===== config.mk =====
export PLATFORM = sky130hd
export DESIGN_NAME = sdram_port_arbiter
export DESIGN_NICKNAME = d
export VERILOG_FILES = /design/src/rtl/sdram_port_arbiter.sv
export SDC_FILE = /design/constraint.sdc
export NUM_CORES = 1
export LEC_CHECK = 0
export BUFFER_PORTS_ARGS = -buffer_cell sky130_fd_sc_hd__buf_2
export CAP_MARGIN = 20
export CORE_ASPECT_RATIO = 1.1
export CORE_MARGIN = 2
export CORE_UTILIZATION = 50
export DETAILED_ROUTE_END_ITERATION = 8
export PLACE_DENSITY = 0.8
export SYNTH_ARGS = -nofsm -noshare
export SYNTH_HDL_FRONTEND = slang
export SYNTH_SLANG_ARGS = --single-unit

===== constraint.sdc =====
create_clock -name clk -period 4.6 [get_ports clk]
set_input_delay 0.69 -clock clk [delete_from_list [all_inputs] [get_ports clk]]
set_output_delay 0.69 -clock clk [all_outputs]
set_load 0.1 [all_outputs]

===== src/rtl/sdram_port_arbiter.sv =====
// Arbitrates the SDRAM controller request port between the 68k CPU bus and the
// SPI loader; packs SPI byte writes into words and guards cycles with a watchdog.
module sdram_port_arbiter #(
  parameter int unsigned c_timeout   = 255,
  parameter bit          c_spi_first = 1'b1
) (
  input  logic        clk,
  input  logic        reset,
  input  logic        cpu_sel,
  input  logic        cpu_as_n,
  input  logic        cpu_rw,
  input  logic        cpu_uds_n,
  input  logic        cpu_lds_n,
  input  logic [22:0] cpu_a,
  input  logic [15:0] cpu_dout,
  output logic [15:0] cpu_din,
  output logic        cpu_dtack_n,
  input  logic        cpu_hold,
  input  logic        spi_wr,
  input  logic        spi_rd,
  input  logic [23:0] spi_addr,
  input  logic [7:0]  spi_data_in,
  output logic [7:0]  spi_data_out,
  output logic        mem_req,
  output logic        mem_we,
  output logic [22:0] mem_addr,
  output logic [1:0]  mem_be,
  output logic [15:0] mem_din,
  input  logic [15:0] mem_dout,
  input  logic        mem_ack,
  output logic        err_timeout,
  output logic        err_overrun
);

  typedef enum logic [1:0] {ST_IDLE, ST_SPI_BUSY, ST_CPU_BUSY, ST_CPU_DONE} state_t;
  typedef enum logic {PORT_CPU, PORT_SPI} port_t;

  localparam logic [11:0] LP_WD_LAST = 12'(c_timeout - 1);

  state_t      r_state;
  port_t       r_last;
  logic [11:0] r_wd;
  logic        r_spi_wr_d, r_spi_rd_d;
  logic        r_spi_pend, r_spi_we, r_spi_lsb;
  logic [22:0] r_spi_addr;
  logic [15:0] r_spi_wdata;
  logic [7:0]  r_byte_hi;
  logic        r_cpu_pend;

  logic w_wr_ev, w_rd_ev, w_busy, w_abort, w_end, w_spi_free;
  logic w_cpu_rq, w_cpu_ok, w_grant_spi, w_grant_cpu;

  always_comb begin
    w_wr_ev     = spi_wr & ~r_spi_wr_d;
    w_rd_ev     = spi_rd & ~r_spi_rd_d;
    w_busy      = (r_state == ST_SPI_BUSY) || (r_state == ST_CPU_BUSY);
    w_abort     = w_busy && !mem_ack && (r_wd == LP_WD_LAST);
    w_end       = w_busy && (mem_ack || w_abort);
    // The SPI slot frees in the completion cycle, so an edge landing on the ack is kept.
    w_spi_free  = !r_spi_pend || ((r_state == ST_SPI_BUSY) && w_end);
    w_cpu_rq    = cpu_sel && !cpu_as_n && (!cpu_uds_n || !cpu_lds_n) && !r_cpu_pend &&
                  (r_state != ST_CPU_BUSY) && (r_state != ST_CPU_DONE);
    w_cpu_ok    = r_cpu_pend && !cpu_hold;
    w_grant_spi = (r_state == ST_IDLE) && r_spi_pend && (!w_cpu_ok || (r_last == PORT_CPU));
    w_grant_cpu = (r_state == ST_IDLE) && w_cpu_ok && !w_grant_spi;
  end

  always_ff @(posedge clk) begin
    if (reset) begin
      r_state      <= ST_IDLE;
      r_last       <= c_spi_first ? PORT_CPU : PORT_SPI;
      r_wd         <= '0;
      r_spi_wr_d   <= 1'b0;
      r_spi_rd_d   <= 1'b0;
      r_spi_pend   <= 1'b0;
      r_spi_we     <= 1'b0;
      r_spi_lsb    <= 1'b0;
      r_spi_addr   <= '0;
      r_spi_wdata  <= '0;
      r_byte_hi    <= '0;
      r_cpu_pend   <= 1'b0;
      mem_req      <= 1'b0;
      mem_we       <= 1'b0;
      mem_addr     <= '0;
      mem_be       <= '0;
      mem_din      <= '0;
      cpu_din      <= '0;
      cpu_dtack_n  <= 1'b1;
      spi_data_out <= '0;
      err_timeout  <= 1'b0;
      err_overrun  <= 1'b0;
    end else begin
      r_spi_wr_d <= spi_wr;
      r_spi_rd_d <= spi_rd;
      if (w_cpu_rq) r_cpu_pend <= 1'b1;
      if (w_busy) r_wd <= r_wd + 12'd1;

      if ((r_state == ST_SPI_BUSY) && w_end) r_spi_pend <= 1'b0;
      if (w_wr_ev || w_rd_ev) begin
        if (!w_spi_free) begin
          err_overrun <= 1'b1;
        end else if (w_wr_ev) begin
          if (w_rd_ev) err_overrun <= 1'b1;
          if (!spi_addr[0]) begin
            r_byte_hi <= spi_data_in;
          end else begin
            r_spi_pend  <= 1'b1;
            r_spi_we    <= 1'b1;
            r_spi_addr  <= spi_addr[23:1];
            r_spi_wdata <= {r_byte_hi, spi_data_in};
          end
        end else begin
          r_spi_pend <= 1'b1;
          r_spi_we   <= 1'b0;
          r_spi_addr <= spi_addr[23:1];
          r_spi_lsb  <= spi_addr[0];
        end
      end

      case (r_state)
        ST_IDLE: begin
          if (w_grant_spi) begin
            mem_req  <= 1'b1;
            mem_we   <= r_spi_we;
            mem_addr <= r_spi_addr;
            mem_be   <= 2'b11;
            mem_din  <= r_spi_wdata;
            r_wd     <= '0;
            r_last   <= PORT_SPI;
            r_state  <= ST_SPI_BUSY;
          end else if (w_grant_cpu) begin
            mem_req    <= 1'b1;
            mem_we     <= !cpu_rw;
            mem_addr   <= cpu_a;
            mem_be     <= {!cpu_uds_n, !cpu_lds_n};
            mem_din    <= cpu_dout;
            r_wd       <= '0;
            r_last     <= PORT_CPU;
            r_cpu_pend <= 1'b0;
            r_state    <= ST_CPU_BUSY;
          end
        end
        ST_SPI_BUSY: begin
          if (w_end) begin
            mem_req <= 1'b0;
            r_state <= ST_IDLE;
            if (w_abort) err_timeout <= 1'b1;
            if (!mem_we) begin
              if (!mem_ack) spi_data_out <= 8'hFF;
              else          spi_data_out <= r_spi_lsb ? mem_dout[7:0] : mem_dout[15:8];
            end
          end
        end
        ST_CPU_BUSY: begin
          if (w_end) begin
            mem_req     <= 1'b0;
            cpu_dtack_n <= 1'b0;
            r_state     <= ST_CPU_DONE;
            if (w_abort) err_timeout <= 1'b1;
            if (!mem_we) cpu_din <= mem_ack ? mem_dout : 16'hFFFF;
          end
        end
        ST_CPU_DONE: begin
          if (cpu_as_n) begin
            cpu_dtack_n <= 1'b1;
            r_state     <= ST_IDLE;
          end
        end
        default: r_state <= ST_IDLE;
      endcase
    end
  end

endmodule


[Word-level counts from Yosys, hierarchy flattened]
Cells that the tools add are included.
Operators by class
  bitwise gates (word level): 8
  mux-type cells: 45
  reduce and logical (&&, ||, !) cells: 47
  equality and inequality tests: 14
  add/subtract/negate cells: 1
Operators with widths (number)
  2-to-1 mux 23 bit: 4
  2-to-1 mux 12 bit: 4
  2-to-1 mux 16 bit: 3
  AND reduction 3 bit: 8
  2-to-1 mux 1 bit: 22
  2-to-1 mux 8 bit: 2
  inequality test 2 bit, second input constant: 8
  logical AND 1 bit: 14
  2-to-1 mux 2 bit: 7
  adder 12 x 1 -> 12 bit, second input constant: 1
  equality test 12 x 8 -> 1 bit, second input constant: 1
  AND reduction 4 bit: 3
  logical NOT 1 bit: 10
  one-hot mux 2 bit (4 select lines): 1
  logical OR 1 bit: 6
  inverter 1 bit: 6
  nonzero test 2 bit: 3
  equality test 2 bit, second input constant: 2
  one-hot mux 1 bit (2 select lines): 2
  inequality test 3 bit, second input constant: 1
  AND 1 bit: 2
  equality test 2 x 1 -> 1 bit, second input constant: 1
  logical NOT 2 bit: 1
  inequality test 2 x 1 -> 1 bit, second input constant: 1
  other kinds (2): 2
Word-level totals
  input port bits: 98
  output and inout bits: 70
  bits in registers: 138
  word-level logic and storage cells: 137

[Longest topological paths before layout]
Gate-level depths: netlist of the first run.
  word-level depth: 12
  gate-level depth with buffers: 9
  gate-level depth less buffers: 6

[Worst setup path before layout of the first run]
Ideal clock, no wire load.
  kind: register to register
  start: register mem_we
  end: register cpu_din[0]
  cell stages (with the launch flop): 7
  required time: 4539 ps
  library setup time: 61 ps
  buffers on the path: 2
  path slack: 2598 ps
  data arrival time: 1941 ps
  period minus slack after synthesis: 2002 ps
  cells stage by stage: dfxtp_1 nor2b_1 and3_1 clkbuf_1 clkbuf_1 a21oi_1 o21a_1
On the way
  word-level cells in the longest chain between the ends: 2
RTL lines
  start, declared: line 25  | output logic mem_we,
  start signal, assigned: line 124  | mem_we <= r_spi_we;
  start signal, assigned: line 133  | mem_we <= !cpu_rw;
  inverter 1 bit (no source line)
  AND reduction 3 bit (no source line)
  end signal, assigned: line 160  | if (!mem_we) cpu_din <= mem_ack ? mem_dout : 16'hFFFF;
  end, declared: line 16  | output logic [15:0] cpu_din,
Every way passes these cells.
A chain may end at the register's enable or synchronous reset.

[Worst setup path after layout of the first run]
  start: register r_state[0]
  end: register r_spi_addr[13]
On the way
  word-level cells in the longest chain between the ends: 9
  elaborated cells on any way between the ends: 10
  those cells by class: 2 x eq/ne; 8 x reduce/logical
RTL lines
  start, declared: line 40  | state_t r_state;
  start signal, assigned: line 70  | r_state <= ST_IDLE;
  start signal, assigned: line 130  | r_state <= ST_SPI_BUSY;
  start signal, assigned: line 140  | r_state <= ST_CPU_BUSY;
  equality test 2 x 1 -> 1 bit or equality test 2 bit (tied branches): line 56, 60
  logical OR 1 bit: line 56  | w_busy = (r_state == ST_SPI_BUSY) || (r_state == ST_CPU_BUSY);
  logical AND 1 bit (2 in a row): line 57  | w_abort = w_busy && !mem_ack && (r_wd == LP_WD_LAST);
  logical OR 1 bit: line 58  | w_end = w_busy && (mem_ack || w_abort);
  logical AND 1 bit: line 58
  logical AND 1 bit *: line 60  | w_spi_free = !r_spi_pend || ((r_state == ST_SPI_BUSY) && w_end);
  logical OR 1 bit *: line 60
  AND reduction 3 bit (no source line) *
  end signal, assigned: line 109  | r_spi_addr <= spi_addr[23:1];
  end signal, assigned: line 115  | r_spi_addr <= spi_addr[23:1];
  end, declared: line 45  | logic [22:0] r_spi_addr;
Mark *: on every way between the ends. The rest lies on a longest branch, timed or not.

==> metrics, run 1 <==
syn avg cell area 9.01 µm²; ANT nets after route 0; Crit-path slowest cell a21oi_4; CP peak stage delay 0.86 ns; postcts setup bufs 0; GPL Wtd Cong 0.800; synth unique cells 56; critical path type reg -> reg; final clock skew 0.00850 ns; crit path capture r_spi_addr[13]; filler cell count 957; Die Ht 118 µm; final setup margin 1.64 ns; Final setup viols 0; # resized after CTS 0; Slew Viols, Final 0; Post-Layout Cell Count 959; MaxCap Viol Count 0; CTS tree yes; Final nets 901; Syn Nets 756; part of the Yosys area used for sequential elements 0.471; WL/cell 15.9 µm; synth cell count leaders dfxtp_1 (138), nand2_1 (116), nor2_1 (58), mux2i_1 (57); initial antenna violation count 1; clock root buffer master clkbuf_16; clock buffer depth 2; routed vias/inst 5.54; CTS Buf Count 17; placed cell count 925; hold path start r_spi_addr[18]; gr usage total 0.242; FF-to-FF Start r_state[0]; die area 12600 µm²; Synth Instances 651; hold slack final 0.459 ns; WP data arrival 3.28 ns; Peak VDD IR 427 µV; Starting DRT DRC Count 415; Top delay family on crit path compound AO/OA/AOI/OAI gates; TNS Setup 0 ns; vias 5311; Die X 107 µm; Worst Path Required 4.92 ns; Tightest Hold Check Type reg -> reg; main flop type after synthesis dfxtp_1; Synth warnings 0; hpwl dp 10500 µm; post-route DRC violation count 0; H-Tree Depth 4; fmax 338 MHz; number of global-route vias before repair 5158; Worst Tran Pin Value 1.03 ns; asr flop ratio synth 0; Synth Cell Area 5870 µm²; CP cell instances inv_1, ha_1, and4_1, nand4_4, a21oi_4, mux2i_1; CTS clk-pin slew, worst paths 0.05 ns; layout cells sized above 1 0.274; Routed WL 15300 µm; RR Endpoint r_spi_addr[13]; Core Footprint 11400 µm²; cell count along the critical path 6; largest net degree at the start of global routing 78; cell area after layout 7360 µm²; CP Max Fanout 24; endpoint class of the critical path flip-flop; status complete, no violations; hold-fix buffers at CTS 0; area grow syn2layout 25.5%; period utilisation layout 0.643; PortBufs 167; num rows 41; crit path buf inv count 1; Yosys top cell by area dfxtp_1; Synth area leaders dfxtp_1 (47%), mux2i_1 (9.7%), nand2_1 (7.4%); slew margin rel. 0.310; CP startpoint kind flip-flop; Final Hold Fails 0; crit path from r_state[0]; first-pass GRT wire length 24500 µm; drt pass-1 iters 9; initial core utilization 0.513; RSZ-0062 raised after global routing false; Power Density 548 nW/µm²; EDFF count, synth 0; Final min period 2.96 ns; Clk Latency, worst-skew pair 0.41 ns; leak pwr 0.00334 µW; R2R setup slack 1.64 ns; post-synth top area share 0.471; Clock Sinks 138; R2R depth 6; most frequent cell after synthesis dfxtp_1; post-synthesis sequential element count 138; I/O pin total 168; dpl cell area 6720 µm²; dpl ws 1.66 ns; Overflow after GRT 0
tightest hold or removal path, cell delays in order, from the launching register on:
cell     delay (ns)
dfxtp_1        0.31
nand2_1        0.05
mux2i_1        0.05
cells by family (layout without fill, tap and decap cells):
group           Yosys count  in the layout  share of synthesized area
mux                      58             58                     0.0992
fa+ha+maj                 7              7                     0.0149
buf+inv                  76            233                     0.0544
compound gates          119            119                      0.157
xor+xnor                 11             11                     0.0164
flops                   138            138                      0.471
simple gates            242            242                      0.187
other cells               0              1                          0
cell usage in the layout (no fill, tap or decap), types with 2 or more instances in the layout:
cell type / count
a211oi_1: 2
a311oi_1: 24
nand2b_1: 2
buf_2: 167
and4_1: 3
xnor2_1: 5
nor3_1: 5
clkinv_4: 2
clkinvlp_4: 3
inv_1: 26
a21oi_1: 35
a211o_1: 2
dfxtp_1: 138
clkbuf_16: 17
bufinv_16: 3
nand3b_1: 2
a221oi_1: 2
nand3_1: 28
o31ai_1: 2
buf_4: 6
mux2i_1: 57
and3_1: 3
nand2_1: 116
nand4_1: 5
a222oi_1: 15
o21a_1: 24
ha_1: 7
xor2_1: 6
clkinv_2: 4
nor2_1: 58
nor2b_1: 5
state kept, by name, indices dropped and copies added, names as in the netlist, 2 cells and up:
register and cells:
r_byte_hi 8, cpu_din 16, r_wd 12, r_state 2
mem_addr 23, spi_data_out 8, r_spi_wdata 16, mem_din 16
r_spi_addr 23, mem_be 2
final cells by class:
type | instances | area [µm²] | share of cell area
Antenna cell | 1 | 2.50 | 0.000340
Multi-Input combinational cell | 437 | 2790 | 0.379
Tap cell | 150 | 188 | 0.0255
Clock buffer | 19 | 443 | 0.0602
Timing Repair Buffer | 175 | 923 | 0.125
Clock inverter | 12 | 150 | 0.0204
Sequential cell | 138 | 2760 | 0.375
Inverter | 27 | 101 | 0.0138
where the power goes:
group	internal (µW)	total [µW]	switching (µW)
clock network	860	1350	494
registers	1320	1400	77.7
logic	285	1280	994
total	2470	4030	1570
layer usage:
| layer | vias to the layer above | track usage | share of wire | wire length (µm) |
|---|---|---|---|---|
| li1 | 2568 | - | - | - |
| met1 | 2479 | 0.289 | 0.41 | 6340 |
| met2 | 224 | 0.402 | 0.49 | 7460 |
| met3 | 40 | 0.0532 | 0.060 | 914 |
| met4 | 0 | 0.130 | 0.037 | 569 |
| met5 | - | 0 | 0 | 0 |
worst min path at each step:
stage,endpoint,slack [ns],cells after the start
floorplan,mem_we,0.43,2
global placement,r_spi_addr[22],0.44,2
detailed placement,r_spi_addr[19],0.45,2
CTS,r_spi_addr[16],0.46,2
global route,cpu_din[3],0.47,1
finish,r_spi_addr[18],0.46,2
stage by stage:
stage / power, µW / util
floorplan: 2440 / -
global placement: 2650 / 0.588
detailed placement: 2680 / 0.588
CTS: 4040 / 0.640
global route: 4190 / 0.644
finish: 4030 / 0.644
No activity file was read; power rests on OpenSTA's default activity.
==> run 2: changes to the inputs <==
ABC_AREA = 1   (was unset)
PLACE_DENSITY = 0.81   (was 0.8)
clock period = 2.8 ns   (was 4.6 ns; I/O delays follow)
==> metrics, run 2 <==
status complete, no violations; synth unique cells 30 (-46%); num rows 40 (-2.4%); Routed WL 14700 µm (-3.5%); EDFF count, synth 0 (unchanged); Final nets 1041 (+16%); Worst Tran Pin Value 0.776 ns (-0.256 ns); initial antenna violation count 0 (-1); WP data arrival 2.77 ns (-0.51 ns); Synth area leaders dfxtp_1 (48%), nand2_1 (11%), nor2_1 (8.4%); Synth Cell Area 5710 µm² (-2.6%); Core Footprint 11000 µm² (-3.8%); final clock skew 0.00977 ns (+0.00126 ns); main flop type after synthesis dfxtp_1; Peak VDD IR 535 µV (+25%); R2R setup slack 0.31 ns (-1.33 ns); first-pass GRT wire length 23600 µm (-3.8%); postcts setup bufs 0 (unchanged); leak pwr 0.00337 µW (+0.93%); post-synthesis sequential element count 138 (unchanged); filler cell count 959 (+0.21%); GRT busiest layer met2; CTS clk-pin slew, worst paths 0.06 ns (about the same); vias 5589 (+5.2%); fmax 402 MHz (+19%); Clk Latency, worst-skew pair 0.41 ns (about the same); Synth Instances 781 (+20%); MaxCap Viol Count 0 (unchanged); most common cell after layout, fill and taps aside nand2_1; Yosys top cell by area dfxtp_1; RSZ-0062 raised after global routing false; Post-Layout Cell Count 1095 (+14%); endpoint class of the critical path flip-flop; Tightest Hold Check Type in -> reg; CP startpoint kind flip-flop; drt pass-1 iters 5 (-4); initial core utilization 0.519 (+0.00601); number of global-route vias before repair 5015 (-2.8%); dpl cell area 6620 µm² (-1.5%); ANT nets after route 0 (unchanged); Final min period 2.49 ns (-0.469 ns); largest net degree at the start of global routing 50 (-36%); diode count 0 (-1); GPL Wtd Cong 0.820 (+2.5%); cell area after layout 7280 µm² (-1.1%); clock root buffer master clkbuf_16; I/O pin total 168 (unchanged); gr usage total 0.241 (-0.00154); Overflow after GRT 0 (unchanged); met1 Use GR 0.303 (+0.0132); Regs by FF count mem_addr (23), r_spi_addr (23); Syn Nets 886 (+17%); hold-fix buffers at CTS 0 (unchanged); synth cell count leaders nand2_1 (174), dfxtp_1 (138), nor2_1 (128), inv_1 (63), a21oi_1 (47); Starting DRT DRC Count 343 (-17%); CP Max Fanout 21 (-13%); Worst Path Required 3.08 ns (-1.84 ns); WL/cell 13.5 µm (-15%); Clock Sinks 138 (unchanged); TNS Setup 0 ns (unchanged); Die Ht 116 µm (-1.3%); # resized after CTS 0 (unchanged); die area 12300 µm² (-2.5%); layout cells sized above 1 0.236 (-0.0372); Final Hold Fails 0 (unchanged); Die X 106 µm (-1.3%); GR Layer Usage met3 0.0686 (+0.0155); area grow syn2layout 27.5%; grt met2 use 0.405 (+0.00326); Final setup viols 0 (unchanged); Synth warnings 0 (unchanged); most frequent cells in the layout nand2_1 (174), buf_2 (167), dfxtp_1 (138), nor2_1 (128), inv_1 (62); CTS Buf Count 17 (unchanged); part of the Yosys area used for sequential elements 0.484 (+0.0127); final setup margin 0.314 ns (-1.33 ns); Slew Viols, Final 0 (unchanged); post-synth top area share 0.484 (+0.0127); Power Density 1010 nW/µm² (+84%); critical path type reg -> reg; routed vias/inst 5.10 (-7.8%); H-Tree Depth 4 (unchanged); hpwl dp 10100 µm (-3.6%); CTS tree yes; hold slack final 0.223 ns (-0.236 ns); syn avg cell area 7.31 µm² (-19%); slew margin rel. 0.482 (+0.171); clock buffer depth 2 (unchanged); asr flop ratio synth 0 (unchanged); placed cell count 1064 (+15%); period utilisation layout 0.888 (+0.245); most frequent cell after synthesis nand2_1; PortBufs 167 (unchanged); dpl ws 0.339 ns (-1.32 ns); post-route DRC violation count 0 (unchanged)
## run 2: cell families (layout without fill, tap and decap cells)
kind of cell / after synthesis / count (layout) / share of synthesized area
buffers and inverters: 115 / 282 / 0.0822
flip-flops: 138 / 138 / 0.484
XOR/XNOR: 7 / 7 / 0.0107
AO/OA/AOI/OAI: 123 / 123 / 0.126
adder cells (fa/ha/maj): 7 / 7 / 0.0153
AND/OR/NAND/NOR: 391 / 391 / 0.282
## run 2: worst paths after layout
check                                      from              end  depth (start not counted)
worst max register to register       r_state[0]  r_spi_wdata[13]                         13
worst min register to register  spi_data_out[7]  spi_data_out[7]                          2
worst max-delay path                 r_state[0]  r_spi_wdata[13]                         13
worst min-delay path                  cpu_uds_n        mem_be[1]                          2
## run 2: stage by stage
step | total power [µW] | utilization
2_1_floorplan | 4430 | -
3_3_place_gp | 4860 | 0.602
3_5_place_dp | 4890 | 0.602
5_1_grt | 7650 | 0.662
4_1_cts | 7350 | 0.662
6_report | 7340 | 0.662
## run 2: area by class of cell
cell class                      instances  area [µm²]  share of cell area
Timing Repair Buffer                  178         918               0.126
Multi-Input combinational cell        528        2480               0.340
Clock buffer                           21         470              0.0646
Clock inverter                         10         190              0.0261
Inverter                               73         279              0.0383
Sequential cell                       138        2760               0.379
Tap cell                              147         184              0.0252
## run 2: power by group
group / switching (µW) / total [µW] / internal, µW
Clock: 821 / 2470 / 1650
Combinational: 2040 / 2500 / 463
Sequential: 136 / 2370 / 2230
Total: 2990 / 7340 / 4340
## run 2: routing by layer
metal  up-vias  part of all wire
met3        17             0.081
met5         -                 0
met2       225              0.47
met1      2514              0.44
li1       2833                 -
met4         0             0.011
## run 2: critical path, cell delays in order, from the launching register on
cell and delay, ns:
dfxtp_1 0.38, inv_1 0.10, ha_1 0.30, inv_1 0.06
nor2_1 0.08, nand2_1 0.06, nor2_1 0.08, nand2_1 0.08
nand2_2 0.11, nand3_2 0.09, nand2_2 0.30, nand2_1 0.43
nand2_1 0.20, a21oi_1 0.08
==> run 3: changes to the inputs <==
CAP_MARGIN = unset   (was 20)
CTS_BUF_LIST = sky130_fd_sc_hd__clkbuf_2 sky130_fd_sc_hd__clkbuf_4 sky130_fd_sc_hd__clkbuf_8   (was unset)
==> metrics, run 3 (synthesis results as in run 2) <==
dpl cell area 6620 µm² (unchanged); MaxCap Viol Count 0 (unchanged); Overflow after GRT 0 (unchanged); hold-fix buffers at CTS 0 (unchanged); Final nets 1041 (unchanged); Tightest Hold Check Type in -> reg; period utilisation layout 0.890 (+0.00252); cell area after layout 7100 µm² (-2.6%); first-pass GRT wire length 23300 µm (-1.3%); CP cell instances inv_1, ha_1, inv_1, nor2_1, nand2_1, nor2_1, nand2_1, nand2_2, nand3_2, nand2_2, nand2_1, nand2_1, a21oi_1; Net Sw Power 2920 µW (-2.4%); initial core utilization 0.519 (unchanged); final clock skew 0.00917 ns (-0.000593 ns); Starting DRT DRC Count 374 (+9.0%); WP data arrival 2.81 ns (+0.04 ns); # resized after CTS 0 (unchanged); CP peak stage delay 0.44 ns (about the same); area grow syn2layout 24.2%; fmax 401 MHz (-0.28%); endpoint class of the critical path flip-flop; layout cells sized above 1 0.237 (+0.00105); Pint 3830 µW (-12%); Regs by FF count mem_addr (23), r_spi_addr (23); status complete, no violations; most common cell after layout, fill and taps aside nand2_1; Routed WL 14500 µm (-1.9%); gr usage total 0.237 (-0.00395); CP Max Fanout 21 (unchanged); cell count along the critical path 13 (unchanged); clock root buffer master clkbuf_8; Combinational Power Share 0.370 (+0.029); GPL Wtd Cong 0.820 (unchanged); hpwl dp 10100 µm (unchanged); H-Tree Depth 4 (unchanged); Power Density 951 nW/µm² (-5.5%); Clock Sinks 138 (unchanged); Crit-path slowest cell nand2_1; switching share of power 0.433 (+0.0247); leak pwr 0.00329 µW (-2.5%); Clk Latency, worst-skew pair 0.44 ns (+0.03 ns); largest net degree at the start of global routing 50 (unchanged); CTS tree yes; Critical Path Most Common Cell nand2_1; Clock Power Share 0.281 (-0.056); Peak VDD IR 513 µV (-4.0%); Slew Viols, Final 0 (unchanged); hold slack final 0.193 ns (-0.0303 ns); Final Hold Fails 0 (unchanged); critical path type reg -> reg; Post-Layout Cell Count 1095 (unchanged); TNS Setup 0 ns (unchanged); crit path buf inv count 2 (unchanged); I/O pin total 168 (unchanged); diode count 0 (unchanged); PortBufs 167 (unchanged); Final setup viols 0 (unchanged); ANT nets after route 0 (unchanged); final setup margin 0.307 ns (-0.00705 ns); number of global-route vias before repair 5007 (-0.16%); Core Footprint 11000 µm² (unchanged); Die Ht 116 µm (unchanged); CP startpoint kind flip-flop; R2R depth 13 (unchanged); postcts setup bufs 0 (unchanged); Worst Path Required 3.12 ns (+0.04 ns); sequential share of power 0.350 (+0.028); post-route DRC violation count 0 (unchanged); routed vias/inst 5.05 (-1.1%); slew margin rel. 0.496 (+0.0139); RSZ-0062 raised after global routing false; vias 5529 (-1.1%); dpl ws 0.339 ns (unchanged); Top delay family on crit path simple AND/OR/NAND/NOR gates; Final min period 2.49 ns (+0.00705 ns); die area 12300 µm² (unchanged); Die X 106 µm (unchanged); Worst Tran Pin Value 0.756 ns (-0.0208 ns); CTS clk-pin slew, worst paths 0.08 ns (+0.02 ns); hold path depth 3 (+1); drt pass-1 iters 5 (unchanged); clock buffer depth 2 (unchanged); WL/cell 13.2 µm (-1.9%); num rows 40 (unchanged); placed cell count 1064 (unchanged); CTS Buf Count 17 (unchanged); most frequent cells in the layout nand2_1 (174), buf_2 (167), dfxtp_1 (138), nor2_1 (128), inv_1 (62); initial antenna violation count 0 (unchanged)
==> run 3: tightest hold or removal path: stages <==
cell,delay (ns)
buf_2,0.07
nor2_1,0.03
nor2_1,0.08
==> run 3: power groups by stage <==
| stage | clock network (µW) | logic, µW | registers [µW] |
|---|---|---|---|
| 6_report | 1890 | 2500 | 2360 |
| 5_1_grt | 1990 | 2670 | 2390 |
| 4_1_cts | 1910 | 2490 | 2360 |
| 3_5_place_dp | 0 | 2480 | 2400 |
| 3_3_place_gp | 0 | 2460 | 2400 |
| 2_1_floorplan | 0 | 750 | 3680 |
==> run 3: path summary, 6_finish.rpt <==
check / from / to / slack (ns)
max: r_state[0] / r_spi_wdata[0] / 0.31
min: spi_addr[12] / r_spi_addr[11] / 0.19
max reg2reg: r_state[0] / r_spi_wdata[0] / 0.31
min reg2reg: spi_data_out[7] / spi_data_out[7] / 0.44
==> run 3: area by class of cell <==
type	count	area, µm²
Fill cell	997	3910
Sequential cell	138	2760
Multi-Input combinational cell	528	2480
Timing Repair Buffer	178	918
Clock buffer	21	283
Inverter	73	279
Clock inverter	10	190
Tap cell	147	184
==> run 3: routing by layer <==
| metal | global-route usage | up-vias | wire (µm) |
|---|---|---|---|
| met5 | 0 | - | 0 |
| met4 | 0.0746 | 0 | 173 |
| met3 | 0.0636 | 16 | 1100 |
| met2 | 0.400 | 203 | 6690 |
| met1 | 0.299 | 2470 | 6500 |
| li1 | - | 2840 | - |
==> run 3: through the flow <==
step | power, µW | utilization
finish | 6750 | 0.645
global route | 7050 | 0.645
CTS | 6770 | 0.645
detailed placement | 4890 | 0.602
global placement | 4860 | 0.602
floorplan | 4430 | -
